==> src/rtl/sipo_pkg.sv <==
`default_nettype none
// ============================================================================
// Module   : sipo_pkg
// Purpose  : Shared types and constants for the sipo_frame assembler.
//            - sipo_state_t : frame FSM state encoding
//            - DEFAULT_WIDTH: default bits per frame
//            - cnt_bits()   : counter width needed to hold 0..modulus
// Revision : 1.0 - initial release
// ============================================================================
package sipo_pkg;

   typedef enum logic [1:0] {
      IDLE   = 2'd0,   // no bits of the current frame held
      SHIFT  = 2'd1,   // partial frame held
      PARITY = 2'd2    // all data bits held, waiting for the parity bit
   } sipo_state_t;

   localparam int DEFAULT_WIDTH = 8;

   function automatic int cnt_bits(input int modulus);
      return $clog2(modulus + 1);
   endfunction

endpackage : sipo_pkg
`default_nettype wire

==> src/rtl/sipo_bitcnt.sv <==
`default_nettype none
// ============================================================================
// Module   : sipo_bitcnt
// Purpose  : Bit-position counter for the frame assembler. Counts enabled
//            bits from 0 up to MODULUS-1 and returns to 0 on the bit after
//            that. A synchronous clear forces 0 and wins over inc.
// Ports    : Clk   - clock, rising edge
//            nRst  - asynchronous active-low reset
//            clr   - synchronous clear to 0
//            inc   - advance the count on this edge
//            count - current count (0..MODULUS-1)
//            last  - count is at MODULUS-1 (next inc wraps to 0)
// Revision : 1.0 - initial release
// ============================================================================
module sipo_bitcnt
   import sipo_pkg::*;
#(
   parameter int MODULUS = DEFAULT_WIDTH,
   parameter int CNT_W   = cnt_bits(MODULUS)
) (
   input  logic             Clk,
   input  logic             nRst,
   input  logic             clr,
   input  logic             inc,
   output logic [CNT_W-1:0] count,
   output logic             last
);

   logic [CNT_W-1:0] count_q;
   logic [CNT_W-1:0] count_d;

   assign last  = (count_q == CNT_W'(MODULUS - 1));
   assign count = count_q;

   always_comb begin
      count_d = count_q;
      if (clr) begin
         count_d = '0;
      end else if (inc) begin
         count_d = last ? '0 : count_q + CNT_W'(1);
      end
   end

   always_ff @(posedge Clk or negedge nRst) begin
      if (!nRst) begin
         count_q <= '0;
      end else begin
         count_q <= count_d;
      end
   end

endmodule : sipo_bitcnt
`default_nettype wire

==> src/rtl/sipo_frame.sv <==
`default_nettype none
// ============================================================================
// Module   : sipo_frame
// Purpose  : Serial-in, parallel-out frame assembler. Shifts one bit per
//            enabled clock (first bit lands in the MSB) and publishes each
//            completed WIDTH-bit word on a held Data register together with
//            a one-cycle Valid strobe.
// Build    : define SIPO_PARITY_EN to append an even-parity bit to every
//            frame; the result of the check appears on ParErr.
// Ports    : Clk    - clock, rising edge
//            nRst   - asynchronous active-low reset
//            SerIn  - serial data bit
//            Enable - sample SerIn on this edge
//            Clear  - synchronous frame abort (priority over Enable)
//            Data   - last completed frame, MSB = first bit received
//            Valid  - one-cycle strobe, Data updated on the preceding edge
//            Busy   - a partial frame is held
//            ParErr - (SIPO_PARITY_EN only) parity check of the last frame
// Revision : 1.0 - initial release
// ============================================================================
module sipo_frame
   import sipo_pkg::*;
#(
   parameter int WIDTH = DEFAULT_WIDTH
) (
   input  logic             Clk,
   input  logic             nRst,
   input  logic             SerIn,
   input  logic             Enable,
   input  logic             Clear,
   output logic [WIDTH-1:0] Data,
   output logic             Valid,
   output logic             Busy
`ifdef SIPO_PARITY_EN
   ,
   output logic             ParErr
`endif
);

`ifdef SIPO_PARITY_EN
   localparam int FRAME_LEN = WIDTH + 1;
`else
   localparam int FRAME_LEN = WIDTH;
`endif
   localparam int CNT_W = cnt_bits(FRAME_LEN);

   sipo_state_t      state_q, state_d;
   logic [WIDTH-1:0] shreg_q, shreg_d;
   logic [WIDTH-1:0] data_q,  data_d;
   logic             valid_q, valid_d;
   logic             busy_q,  busy_d;
`ifdef SIPO_PARITY_EN
   logic             parerr_q, parerr_d;
`endif

   logic [CNT_W-1:0] cnt_count;
   logic             cnt_last;

   // The counter tracks the bit position of the whole frame (including the
   // parity bit when that is built in); the FSM only steers data flow.
   sipo_bitcnt #(
      .MODULUS (FRAME_LEN),
      .CNT_W   (CNT_W)
   ) u_bitcnt (
      .Clk   (Clk),
      .nRst  (nRst),
      .clr   (Clear),
      .inc   (Enable & ~Clear),
      .count (cnt_count),
      .last  (cnt_last)
   );

   always_comb begin
      state_d  = state_q;
      shreg_d  = shreg_q;
      data_d   = data_q;
      valid_d  = 1'b0;
      busy_d   = (cnt_count != '0);
`ifdef SIPO_PARITY_EN
      parerr_d = parerr_q;
`endif

      if (Clear) begin
         // Abort wins even over a completing edge: the frame is dropped.
         state_d  = IDLE;
         shreg_d  = '0;
         busy_d   = 1'b0;
`ifdef SIPO_PARITY_EN
         parerr_d = 1'b0;
`endif
      end else if (Enable) begin
         // After this edge the count is either advanced (non-zero) or has
         // wrapped on the final bit of the frame.
         busy_d = ~cnt_last;
         case (state_q)
            IDLE, SHIFT: begin
               shreg_d = {shreg_q[WIDTH-2:0], SerIn};
`ifdef SIPO_PARITY_EN
               // Last data bit moves to PARITY; the word is published only
               // once the parity bit arrives.
               state_d = (cnt_count == CNT_W'(WIDTH - 1)) ? PARITY : SHIFT;
`else
               if (cnt_last) begin
                  data_d  = shreg_d;
                  valid_d = 1'b1;
                  state_d = IDLE;
               end else begin
                  state_d = SHIFT;
               end
`endif
            end
`ifdef SIPO_PARITY_EN
            PARITY: begin
               // Parity bit is checked but never shifted into the word.
               data_d   = shreg_q;
               valid_d  = 1'b1;
               parerr_d = (^shreg_q) ^ SerIn;
               state_d  = IDLE;
            end
`endif
            default: begin
               state_d = IDLE;
            end
         endcase
      end
   end

   always_ff @(posedge Clk or negedge nRst) begin
      if (!nRst) begin
         state_q  <= IDLE;
         shreg_q  <= '0;
         data_q   <= '0;
         valid_q  <= 1'b0;
         busy_q   <= 1'b0;
`ifdef SIPO_PARITY_EN
         parerr_q <= 1'b0;
`endif
      end else begin
         state_q  <= state_d;
         shreg_q  <= shreg_d;
         data_q   <= data_d;
         valid_q  <= valid_d;
         busy_q   <= busy_d;
`ifdef SIPO_PARITY_EN
         parerr_q <= parerr_d;
`endif
      end
   end

   assign Data  = data_q;
   assign Valid = valid_q;
   assign Busy  = busy_q;
`ifdef SIPO_PARITY_EN
   assign ParErr = parerr_q;
`endif

endmodule : sipo_frame
`default_nettype wire

==> config.mk <==
export PLATFORM = sky130hd
export DESIGN_NAME = sipo_frame
export DESIGN_NICKNAME = d
export VERILOG_FILES = /design/src/rtl/sipo_pkg.sv /design/src/rtl/sipo_bitcnt.sv /design/src/rtl/sipo_frame.sv
export SDC_FILE = /design/constraint.sdc
export NUM_CORES = 1
export LEC_CHECK = 0
export ABC_CLOCK_PERIOD_IN_PS = 2060
export BUFFER_PORTS_ARGS = -buffer_cell sky130_fd_sc_hd__buf_4
export CAP_MARGIN = 30
export CORE_MARGIN = 3
export CORE_UTILIZATION = 45
export CTS_CLUSTER_DIAMETER = 100
export CTS_CLUSTER_SIZE = 10
export DETAILED_ROUTE_END_ITERATION = 10
export PLACE_DENSITY = 0.72
export REMOVE_ABC_BUFFERS = 1
export SYNTH_ARGS = -nofsm -noshare
export SYNTH_HDL_FRONTEND = slang
export SYNTH_HIERARCHICAL = 1
export SYNTH_SLANG_ARGS = --single-unit
==> constraint.sdc <==
create_clock -name Clk -period 2.06 [get_ports Clk]
set_clock_uncertainty 0.15 [all_clocks]
set_input_delay 0 -clock Clk [delete_from_list [all_inputs] [get_ports Clk]]
set_output_delay 0 -clock Clk [all_outputs]
set_load 0.03 [all_outputs]
* Word level (Yosys, flattened, before mapping)
Index checks and enable logic that the tools add are counted. Widths: inputs -> output; s select.
Word-level totals: RAM bits 0, latch bits 0, bits in read-only memories 0, input port bits 5, word-level logic and storage cells 36, output and inout port bits 10, bits in registers 23, memories 0
Operators by class: $mul 0, div/mod/pow operators 0, $lt $le $gt $ge 0, shift-type cells 0, bitwise operators 3, muxes and demuxes 16, reduce and logical (&&, ||, !) cells 8, equality and inequality tests 2, $add $sub $neg 1
Operator list (number):
- $mux 7 | 3
- $mux 4 | 3
- $mux 1 | 7
- $mux 2 | 3
- $reduce_bool 2->1 | 3
- $add 4x1->4 const B | 1
- $eq 4x3->1 const B | 1
- $reduce_and 4->1 | 1
- $reduce_bool 4->1 | 1
- $eq 2x1->1 const B | 1
- $logic_not 2->1 | 1
- $not 1->1 | 2
- $reduce_and 2->1 | 1
- $reduce_or 2->1 | 1
- $and 1x1->1 | 1

* Depth between registers and ports, before layout
Gate-level depths: netlist of run 1.
depth after elaboration 5, mapped depth 5

* Cells and area by module
Netlist of run 1, hierarchy kept.
Modules (own cells, without submodules):
- sipo_frame | area an instance 685.7 µm², sequential area each 425.4 µm², times used 1, cells each 47
- sipo_bitcnt | area an instance 212.7 µm², sequential area each 100.1 µm², times used 1, cells each 19

* Least setup slack after synthesis of run 1
OpenSTA, ideal clock, no wires.
path type flip-flop to flip-flop, start point reg u_bitcnt.count_q[0] (netlist: u_bitcnt/count[0]), end point reg data_q[0] (netlist: Data[0]), data required time 1.785 ns, cell stages (with the launch flop) 6, path slack 0.529 ns, setup time 0.125 ns, data arrival time 1.256 ns, cell sequence dfrtp_1 > ha_1 > nand3b_1 > inv_1 > nand3b_4 > mux2_2
Between the ends: longest elaborated chain between the ends 2
RTL lines:
- from (decl) | line sipo_bitcnt.sv:29 | logic [CNT_W-1:0] count_q;
- from (signal assigned) | line sipo_bitcnt.sv:48 | count_q <= count_d;
- $eq 4x3->1 | line sipo_bitcnt.sv:32 | assign last = (count_q == CNT_W'(MODULUS - 1));
- named net cnt_last | line sipo_frame.sv:57 | logic cnt_last;
- $reduce_and 4->1 (no line)
- to (signal assigned) | line sipo_frame.sv:141 | data_q <= data_d;
- to (decl) | line sipo_frame.sv:49 | logic [WIDTH-1:0] data_q, data_d;
The timed path passes the listed nets, and every way through them passes these cells. A chain may end at the register's enable or synchronous reset.

* Worst setup path in the final report of run 1
start point reg u_bitcnt.count_q[0] (netlist: u_bitcnt/count[0]), end point reg data_q[3] (netlist: Data[3])
The elaborated chain is that of the path after synthesis.

==> results of run 1 <==
==> flip-flops by register name (all words and copies together) (netlist names) <==
register,cells
Busy,1
Data,8
Valid,1
shreg_q,7
u_bitcnt/count,4
==> power by group through the flow <==
stage	logic (mW)	clock network, mW	registers [mW]
floorplan	0.0166	0	0.433
global placement	0.0460	0	0.430
detailed placement	0.0472	0	0.431
CTS	0.0560	0.202	0.423
global route	0.0616	0.227	0.424
finish	0.0552	0.191	0.423
==> cell type report <==
class	count	area, um2	share of cell area
flip-flops and latches	21	526	0.478
multi-input cells	40	339	0.309
repair buffers	20	165	0.150
well taps	25	31.3	0.0285
clock buffers	4	26.3	0.0239
inverters	3	11.3	0.0103
==> critical path, cell delays in order, from the launching register on <==
cell	delay, ps
dfrtp_1	440
ha_1	250
nand3b_1	140
inv_1	100
nand3b_4	150
mux2_2	360
==> per-stage QoR <==
stage	total power [mW]	instance area (um2)
2_1_floorplan	0.449	876
3_3_place_gp	0.476	1010
3_5_place_dp	0.478	1010
4_1_cts	0.680	1100
5_1_grt	0.712	1100
6_report	0.668	1100
==> cells by family (layout without fill, tap and decap cells) <==
logic type / after synthesis / in the layout / synth area share
compound gates: 4 / 4 / 0.0362
buf+inv: 5 / 27 / 0.0376
simple gates: 18 / 18 / 0.121
mux: 17 / 17 / 0.206
flops: 21 / 21 / 0.585
fa+ha+maj: 1 / 1 / 0.0139
==> how the worst min path moves through the flow <==
stage / startpoint / endpoint / slack (ps)
3_5_place_dp: nRst / Data[0] / -250
4_1_cts: SerIn / Data[0] / 330
6_report: SerIn / Data[0] / 360
3_3_place_gp: nRst / Data[0] / -260
5_1_grt: SerIn / Data[0] / 340
2_1_floorplan: nRst / Busy / -450
==> cell usage in the layout, fill, tap and decap left out <==
cell,netlist,routed
a21bo_2,1,1
a21oi_1,1,1
a221oi_1,1,1
a31o_1,1,1
and2b_2,1,1
buf_4,0,14
clkbuf_1,0,1
clkbuf_4,0,3
dfrtp_1,21,21
dlygate4sd3_1,0,6
ha_1,1,1
inv_1,3,3
mux2_2,8,8
mux2_4,1,1
mux2i_1,8,8
nand3b_1,2,2
nand3b_4,1,1
nand4_1,1,1
nor2_1,9,9
nor2b_1,1,1
nor3_1,1,1
nor3b_1,1,1
nor4_1,1,1
==> timing repair <==
item	in CTS	in global routing
endpoints found under the hold margin	34	0
hold buffers	6	0
setup buffers	0	0
==> routing by layer <==
metal  GRT usage  vias to the layer above  wire length [um]
met3      0.0267                        2                32
li1            -                      274                 -
met2       0.248                        6               773
met5           0                        -                 0
met1       0.171                      284               660
met4      0.0807                        0                14
==> impl_metrics.csv, run 1 <==
group,metric,value,unit
run_status,status,"finished, final reports clean",
route,drc_errors,0,
sta,fin_ws,371,ps
power,switching_share,0.223,
route,drt_iter0_drc,3,
flow_run,max_cap_violations,0,
global_routing,antenna_found_initial,0,
die,die_h,50.7,um
global_routing,grt_pass1_vias,629,
setup_path,r2r_end,"Data[3]",
worst_hold_path,min_path_type,"in -> reg",
yosys,synth_ff_type,"dfrtp_1",
power,p_comb_frac,0.083,
clock_network,worstSkewPairLatency,290,ps
layout,nets,95,
yosys,synth-edff-count,0,
route,wl_per_cell,13.1,um
yosys,ys_ff_latch,21,
setup_path,r2r_setup_slack,370,ps
yosys,yosysUniqueCellTypes,20,
yosys,synth.avg_cell_area,13.6,um2
clock_network,cts_resized,0,
layout,drive_above_1_share,0.330,
yosys,yosysSeqAreaShare,0.585,
setup_path,critPathMaxFanout,9,
die,rows,15,
yosys,synthTopCellsByCount,"dfrtp_1 (21), nor2_1 (9), mux2_2 (8), mux2i_1 (8), inv_1 (3)",
sta,hold_viol_final,0,
clock_network,clockRootBuffer,"clkbuf_4",
power,intPower,0.519,mW
setup_path,timing.rr.start,"u_bitcnt/count[0]",
setup_path,criticalPathCategory,"reg -> reg",
sta,maxSlewHeadroom,0.390,
clock_network,cts_sinks,21,
die,fp.dieArea,2570,um2
clock_network,cts_tree,"yes",
sta,tns,0,ps
sta,drv_slew,0,
sta,rsz0062_at_grt,"no",
sta,tightest_slew,912,ps
power,power_switching,0.149,mW
yosys,synth_most_common_cell,"dfrtp_1",
die,pin_count,15,
sta,period_needed,1690,ps
layout,finish.utilization,0.610,
yosys,yosysTopAreaCell,"dfrtp_1",
setup_path,cp-startpoint,"u_bitcnt/count[0]",
layout,areaGrowthSynthToFinish,22.3,%
yosys,synth_area,898,um2
global_routing,grt.overflow.total,0,
power,seqPwrFrac,0.632,
yosys,ys_warn_count,6,
route,vias_per_cell,5.01,
die,start_util,0.499,
sta,max_freq,592,MHz
yosys,netlist_top_cells_area,"dfrtp_1 (58%), mux2_2 (10%), mux2i_1 (8.9%)",
setup_path,cp-endpoint,"Data[3]",
power,power_per_cell_area,608,nW/um2
sta,fin_hold_ws,360,ps
power,power.leakage,0.596,nW
clock_network,path_clk_slew,110,ps
layout,fillers,152,
layout,final_cells,113,
yosys,synthCells,66,
place,post-place-ws,394,ps
setup_path,required,2100,ps
place,io_buffers,14,
setup_path,critPathCaptureType,"register",
place,dp_cells,103,
setup_path,crit_arrival,1730,ps
worst_hold_path,whs_path_depth,3,
die,core_area,1800,um2
clock_network,clockBufferDepth,2,
route,wl,1480,um
route,vias,566,
clock_network,cts_htree_levels,1,
global_routing,grt_max_degree,22,
sta,timing.final.crit_share,0.820,
global_routing,grtUsageTotal,0.145,
layout,num_antenna_cells,0,
route,drtPass1Iterations,2,
route,postRouteAntennaNets,0,
setup_path,worst-r2r-cell-count,5,
setup_path,critPathLaunchType,"register",
yosys,async_flop_share,1.00,
sta,setup_viol,0,
yosys,yosys.area.top_type_share,0.585,
global_routing,grt_pass1_wl,2770,um
power,pwr-share-clk,0.285,
power,irDropWorstVdd,0.368,mV
die,die_width,50.7,um
clock_network,cts_inserted_buffers,3,
place,place_congestion,0.734,
No activity file was read; power rests on OpenSTA's default activity.
==> run 2, diff against run 1 <==
--- a/config.mk
+++ b/config.mk
@@ -5,7 +5,7 @@
 export SDC_FILE = /design/constraint.sdc
 export NUM_CORES = 1
 export LEC_CHECK = 0
-export ABC_CLOCK_PERIOD_IN_PS = 2060
+export ABC_CLOCK_PERIOD_IN_PS = 1400
 export BUFFER_PORTS_ARGS = -buffer_cell sky130_fd_sc_hd__buf_4
 export CAP_MARGIN = 30
 export CORE_MARGIN = 3
@@ -13,7 +13,7 @@
 export CTS_CLUSTER_DIAMETER = 100
 export CTS_CLUSTER_SIZE = 10
 export DETAILED_ROUTE_END_ITERATION = 10
-export PLACE_DENSITY = 0.72
+export PLACE_DENSITY = 0.75
 export REMOVE_ABC_BUFFERS = 1
 export SYNTH_ARGS = -nofsm -noshare
 export SYNTH_HDL_FRONTEND = slang
==> constraint.sdc (replaced) <==
create_clock -name Clk -period 1.4 [get_ports Clk]
set_clock_uncertainty 0.15 [all_clocks]
set_input_delay 0 -clock Clk [delete_from_list [all_inputs] [get_ports Clk]]
set_output_delay 0 -clock Clk [all_outputs]
set_load 0.03 [all_outputs]
==> run 2 against run 1 <==
  * Clock power rose by 51%
  * Critical path depth stayed put
  * Clock-buffer cell count fell by 1
  * Setup slack worse by 490 ps
  * First-iteration DRC count grew to 2.7 times the previous value
  * Sequential cell count did not move
  * Maximum frequency up 11%
  * Register-to-register slack got worse by 490 ps
  * The flow now finishes with violations (negative setup slack)
  * Via count grew 9.2%
  * Wire length rose by 5.0%
  * Non-clock buffer count up 7
==> impl_metrics.csv, run 2 (same netlist as run 1, synthesis figures left out) <==
group,metric,value,unit
run_status,status,"finished, violations left",
run_status,violations,"negative setup slack",
layout,final_common_cell,"dfrtp_1",
power,seqPwrFrac,0.618,
global_routing,grtUsageTotal,0.140,
power,irDropWorstVdd,0.632,mV
global_routing,met1_usage,0.186,
setup_path,critPathLaunchType,"register",
sta,timing.final.crit_share,1.08,
clock_network,cts_sinks,21,
place,place_congestion,0.824,
clock_network,worstSkewPairLatency,300,ps
setup_path,required,1450,ps
route,vias,618,
die,pin_count,15,
layout,final_cell_mix,"dfrtp_1 (21), buf_4 (19), nor2_1 (9), mux2i_1 (8)",
layout,drive_above_1_share,0.427,
worst_hold_path,whs_path_depth,3,
worst_hold_path,min_path_type,"in -> reg",
die,core_area,1800,um2
global_routing,met3_usage,0.0267,
global_routing,grt_pass1_wl,2670,um
power,power.leakage,0.664,nW
place,dp_cells,109,
layout,final_cells,121,
die,die_width,50.7,um
die,fp.dieArea,2570,um2
layout,areaGrowthSynthToFinish,33.0,%
layout,largest_reg_flops,8,
global_routing,grt_max_degree,22,
setup_path,r2r_end,"Data[3]",
layout,finish.utilization,0.663,
layout,fin_area,1190,um2
clock_network,clockBufferDepth,2,
worst_hold_path,whs_endpoint,"Data[0]",
worst_hold_path,hp-start,"SerIn",
setup_path,critPathSlowestCell,"dfrtp_1",
sta,setup_viol,8,
global_routing,grt_pass1_vias,582,
setup_path,r2r_setup_slack,-120,ps
place,io_buffers,14,
power,intPower,0.767,mW
setup_path,critPathMaxFanout,5,
route,wl_per_cell,12.9,um
clock_network,clockRootBuffer,"clkbuf_4",
die,start_util,0.499,
clock_network,path_clk_slew,110,ps
layout,nets,103,
setup_path,worstPathCellList,"ha_2, nand3b_1, inv_2, nand3b_4, mux2_2",
clock_network,cts_htree_levels,1,
global_routing,grt_use_met2,0.220,
sta,period_needed,1520,ps
sta,tightest_slew,260,ps
setup_path,worst-r2r-cell-count,5,
sta,hold_viol_final,0,
power,pwr-share-clk,0.288,
setup_path,critPathCaptureType,"register",
layout,fillers,137,
die,rows,15,
sta,max_freq,659,MHz
setup_path,timing.rr.start,"u_bitcnt/count[0]",
route,drt_iter0_drc,8,
global_routing,grt.overflow.total,0,
sta,maxSlewHeadroom,0.827,
power,switching_share,0.235,
setup_path,crit_arrival,1570,ps
power,power_switching,0.236,mW
clock_network,cts_tree,"yes",
sta,drv_slew,0,
clock_network,cts_inserted_buffers,3,
layout,num_antenna_cells,0,
sta,fin_ws,-118,ps
route,drc_errors,0,
global_routing,top_usage_layer,"met2",
flow_run,max_cap_violations,0,
power,power_per_cell_area,840,nW/um2
route,postRouteAntennaNets,0,
setup_path,criticalPathCategory,"reg -> reg",
route,vias_per_cell,5.11,
power,p_comb_frac,0.094,
sta,rsz0062_at_grt,"yes",
route,wl,1560,um
route,drtPass1Iterations,4,
place,dp_hpwl,1030,um
die,die_h,50.7,um
place,place_area,1060,um2
global_routing,antenna_found_initial,0,
setup_path,slowest_delay,410,ps
[run 2: cell count changes in the layout (fill, tap and decap cells not counted), sizes merged]
cell / delta
nand3b: +1
clkinv: +1
buf: +8
dlygate4sd3: -1
clkbuf: -1
[run 2: per-stage QoR]
stage	hold WS, ps	worst slack [ps]	TNS (ps)	power (mW)
3_3_place_gp	-256	-106	-823	0.706
5_1_grt	338	-152	-1160	1.04
6_report	329	-118	-872	1.00
2_1_floorplan	-446	-131	-1050	0.661
4_1_cts	314	-106	-794	1.00
3_5_place_dp	-257	-150	-1170	0.708
[run 2: layout make-up]
class / instances / area (um2) / share of cell area
clock buffers: 3 / 22.5 / 0.0188
inverters: 3 / 11.3 / 0.00942
clock inverters: 1 / 5.00 / 0.00419
well taps: 25 / 31.3 / 0.0262
repair buffers: 27 / 226 / 0.190
flip-flops and latches: 21 / 526 / 0.440
multi-input cells: 41 / 373 / 0.312
[run 2: timing repair]
| action | in CTS | in global routing |
|---|---|---|
| resized for setup | 8 | 2 |
| pin swaps | 2 | 1 |
| cloned | 1 | 0 |
| endpoints found under the setup margin | 8 | 10 |
| hold buffers | 5 | 0 |
| setup buffers | 2 | 2 |
| endpoints found under the hold margin | 33 | 0 |
[run 2: metal layers]
metal	vias to the layer above	wire length [um]
met5	-	0
met3	4	60
li1	298	-
met2	11	735
met1	305	734
met4	0	25
[run 2: power by group through the flow]
stage	sequential [mW]	combinational, mW	clock [mW]
2_1_floorplan	0.637	0.0244	0
5_1_grt	0.621	0.103	0.318
3_3_place_gp	0.631	0.0746	0
4_1_cts	0.620	0.0903	0.294
6_report	0.620	0.0939	0.289
3_5_place_dp	0.632	0.0762	0
[run 2: worst max path at each step]
stage	slack (ps)	startpoint	end	cells after the start
final	-120	u_bitcnt/count[0]	Data[3]	5
after global placement	-110	u_bitcnt/count[0]	Data[3]	5
after global routing	-150	u_bitcnt/count[0]	Data[3]	5
after floorplan	-130	u_bitcnt/count[0]	Data[0]	5
after CTS	-110	u_bitcnt/count[0]	Data[1]	5
after detailed placement	-150	u_bitcnt/count[0]	Data[3]	5
[run 2: critical path, delay by kind of cell (launching register included)]
kind	cells	cell delay, ps
buffers and inverters	1	90
and+or+nand+nor	2	240
adders and majority gates	1	190
muxes	1	340
DFF	1	410
==> run 3, diff against run 2 <==
--- a/config.mk
+++ b/config.mk
@@ -9,11 +9,11 @@
 export BUFFER_PORTS_ARGS = -buffer_cell sky130_fd_sc_hd__buf_4
 export CAP_MARGIN = 30
 export CORE_MARGIN = 3
-export CORE_UTILIZATION = 45
+export CORE_UTILIZATION = 35
 export CTS_CLUSTER_DIAMETER = 100
 export CTS_CLUSTER_SIZE = 10
 export DETAILED_ROUTE_END_ITERATION = 10
-export PLACE_DENSITY = 0.75
+export PLACE_DENSITY = 0.62
 export REMOVE_ABC_BUFFERS = 1
 export SYNTH_ARGS = -nofsm -noshare
 export SYNTH_HDL_FRONTEND = slang
==> run 3 against run 2 <==
  * The run still ends with negative setup slack left
  * Global-route usage is 1.9 points lower
  * Largest power group unchanged
  * Via count is 0.49% lower
  * Sequential cell count stayed put
  * Sequential share of layout area is 2.0 points lower
  * Combinational power is 11% higher
==> impl_metrics.csv, run 3 (same netlist as run 1, synthesis figures left out) <==
group,metric,value,unit
run_status,status,"finished, violations left",
run_status,violations,"negative setup slack",
sta,period_needed,1530,ps
setup_path,criticalPathCategory,"reg -> reg",
power,power_per_cell_area,807,nW/um2
global_routing,grtUsageTotal,0.121,
power,power.leakage,0.685,nW
die,rows,17,
layout,areaGrowthSynthToFinish,39.3,%
setup_path,critPathLaunchType,"register",
layout,fin_area,1250,um2
route,wl_per_cell,13.3,um
die,die_width,56.7,um
setup_path,critPathMaxFanout,5,
sta,drv_slew,0,
die,die_h,56.7,um
place,dp_hpwl,1010,um
power,p_total,1.01,mW
die,core_area,2320,um2
clock_network,clockBufferDepth,2,
global_routing,grt_pass1_wl,3020,um
route,vias_per_cell,4.77,
power,switching_share,0.229,
layout,final_common_cell,"buf_4",
clock_network,worstSkewPairLatency,290,ps
power,power_switching,0.231,mW
layout,nets,108,
sta,fin_ws,-130,ps
clock_network,path_clk_slew,110,ps
setup_path,critPathCaptureType,"register",
setup_path,worstPathCellList,"ha_2, nand3b_1, inv_2, nand3b_4, mux2_4",
power,intPower,0.779,mW
layout,drive_above_1_share,0.446,
layout,final_cell_mix,"buf_4 (22), dfrtp_1 (21), nor2_1 (9), mux2i_1 (8), dlygate4sd3_1 (8)",
route,postRouteAntennaNets,0,
clock_network,cts_htree_levels,1,
sta,setup_viol,8,
layout,finish.utilization,0.540,
clock_network,clockRootBuffer,"clkbuf_4",
clock_network,cts_inserted_buffers,3,
sta,hold_viol_final,0,
route,drtPass1Iterations,4,
place,post-place-ws,-136,ps
layout,largest_reg_flops,8,
clock_network,cts_tree,"yes",
sta,rsz0062_at_grt,"yes",
power,irDropWorstVdd,0.646,mV
sta,maxSlewHeadroom,0.706,
sta,tightest_slew,439,ps
route,wl,1720,um
die,pin_count,15,
route,vias,615,
route,drc_errors,0,
global_routing,antenna_found_initial,0,
setup_path,path_delay_family,"flip-flops",
power,seqPwrFrac,0.614,
setup_path,critPathSlowestCell,"dfrtp_1",
clock_network,cts_sinks,21,
setup_path,required,1440,ps
worst_hold_path,min_path_type,"in -> reg",
global_routing,grt_pass1_vias,682,
place,io_buffers,14,
power,p_comb_frac,0.103,
power,pwr-share-clk,0.283,
sta,fin_hold_ws,18.6,ps
global_routing,grt_max_degree,22,
die,fp.dieArea,3210,um2
layout,num_antenna_cells,0,
sta,max_freq,654,MHz
die,start_util,0.387,
setup_path,r2r_setup_slack,-130,ps
place,place_congestion,0.787,
global_routing,grt.overflow.total,0,
flow_run,max_cap_violations,0,
place,place_area,1060,um2
setup_path,slowest_delay,380,ps
setup_path,crit_arrival,1570,ps
setup_path,cp_num_buf_inv,1,
route,drt_iter0_drc,8,
sta,timing.final.crit_share,1.09,
==> run 3: cell count changes in the layout (fill, tap and decap cells not counted), sizes merged <==
cell | before | now
clkinv | 1 | 0
buf | 22 | 24
clkbuf | 3 | 4
dlygate4sd3 | 5 | 8
==> run 3: per-stage QoR <==
| step | TNS [ps] | cells |
|---|---|---|
| after detailed placement | -1040 | 112 |
| after floorplan | -1050 | 64 |
| final | -1010 | 129 |
| after CTS | -705 | 128 |
| after global placement | -866 | 112 |
| after global routing | -1630 | 129 |
==> run 3: worst paths after layout <==
kind                                         from         end  cells after the start
worst max register to register  u_bitcnt/count[1]     Data[3]                      5
worst max-delay path            u_bitcnt/count[1]     Data[3]                      5
max in group asynchronous                    nRst  shreg_q[1]                      3
worst min-delay path                        Clear     Data[2]                      3
worst min register to register            Data[1]     Data[1]                      1
min in group asynchronous                    nRst     Data[7]                      3
==> run 3: power by group through the flow <==
stage | Sequential (mW) | Combinational (mW) | Clock, mW
2_1_floorplan | 0.637 | 0.0244 | 0
3_3_place_gp | 0.631 | 0.0750 | 0
3_5_place_dp | 0.632 | 0.0760 | 0
4_1_cts | 0.620 | 0.0978 | 0.298
5_1_grt | 0.622 | 0.113 | 0.323
6_report | 0.620 | 0.104 | 0.285
==> run 3: layout make-up <==
cell class / count / area [um2]
fillers: 195 / 1070
repair buffers: 32 / 268
clock buffers: 4 / 26.3
flip-flops and latches: 21 / 526
inverters: 3 / 11.3
well taps: 28 / 35.0
multi-input cells: 41 / 385
==> run 3: worst reg2reg max path: stages (launching register included) <==
cell and delay, ps:
dfrtp_1 380, ha_2 190, nand3b_1 120, inv_2 130
nand3b_4 140, mux2_4 320
==> run 3: layer usage <==
layer  GRT usage  routed length, um  vias up
met5           0                  0        -
met4      0.0407                 14        0
met3      0.0368                 73        2
met2       0.195                853       10
met1       0.154                778      301
li1            -                  -      302
==> run 3: repair_timing <==
item	CTS	global route
resized for setup	6	6
gates cloned	1	0
hold buffers	8	0
hold endpoints to repair	33	0
buffers inserted	3	4
pin swaps	1	1
setup endpoints to repair	8	12
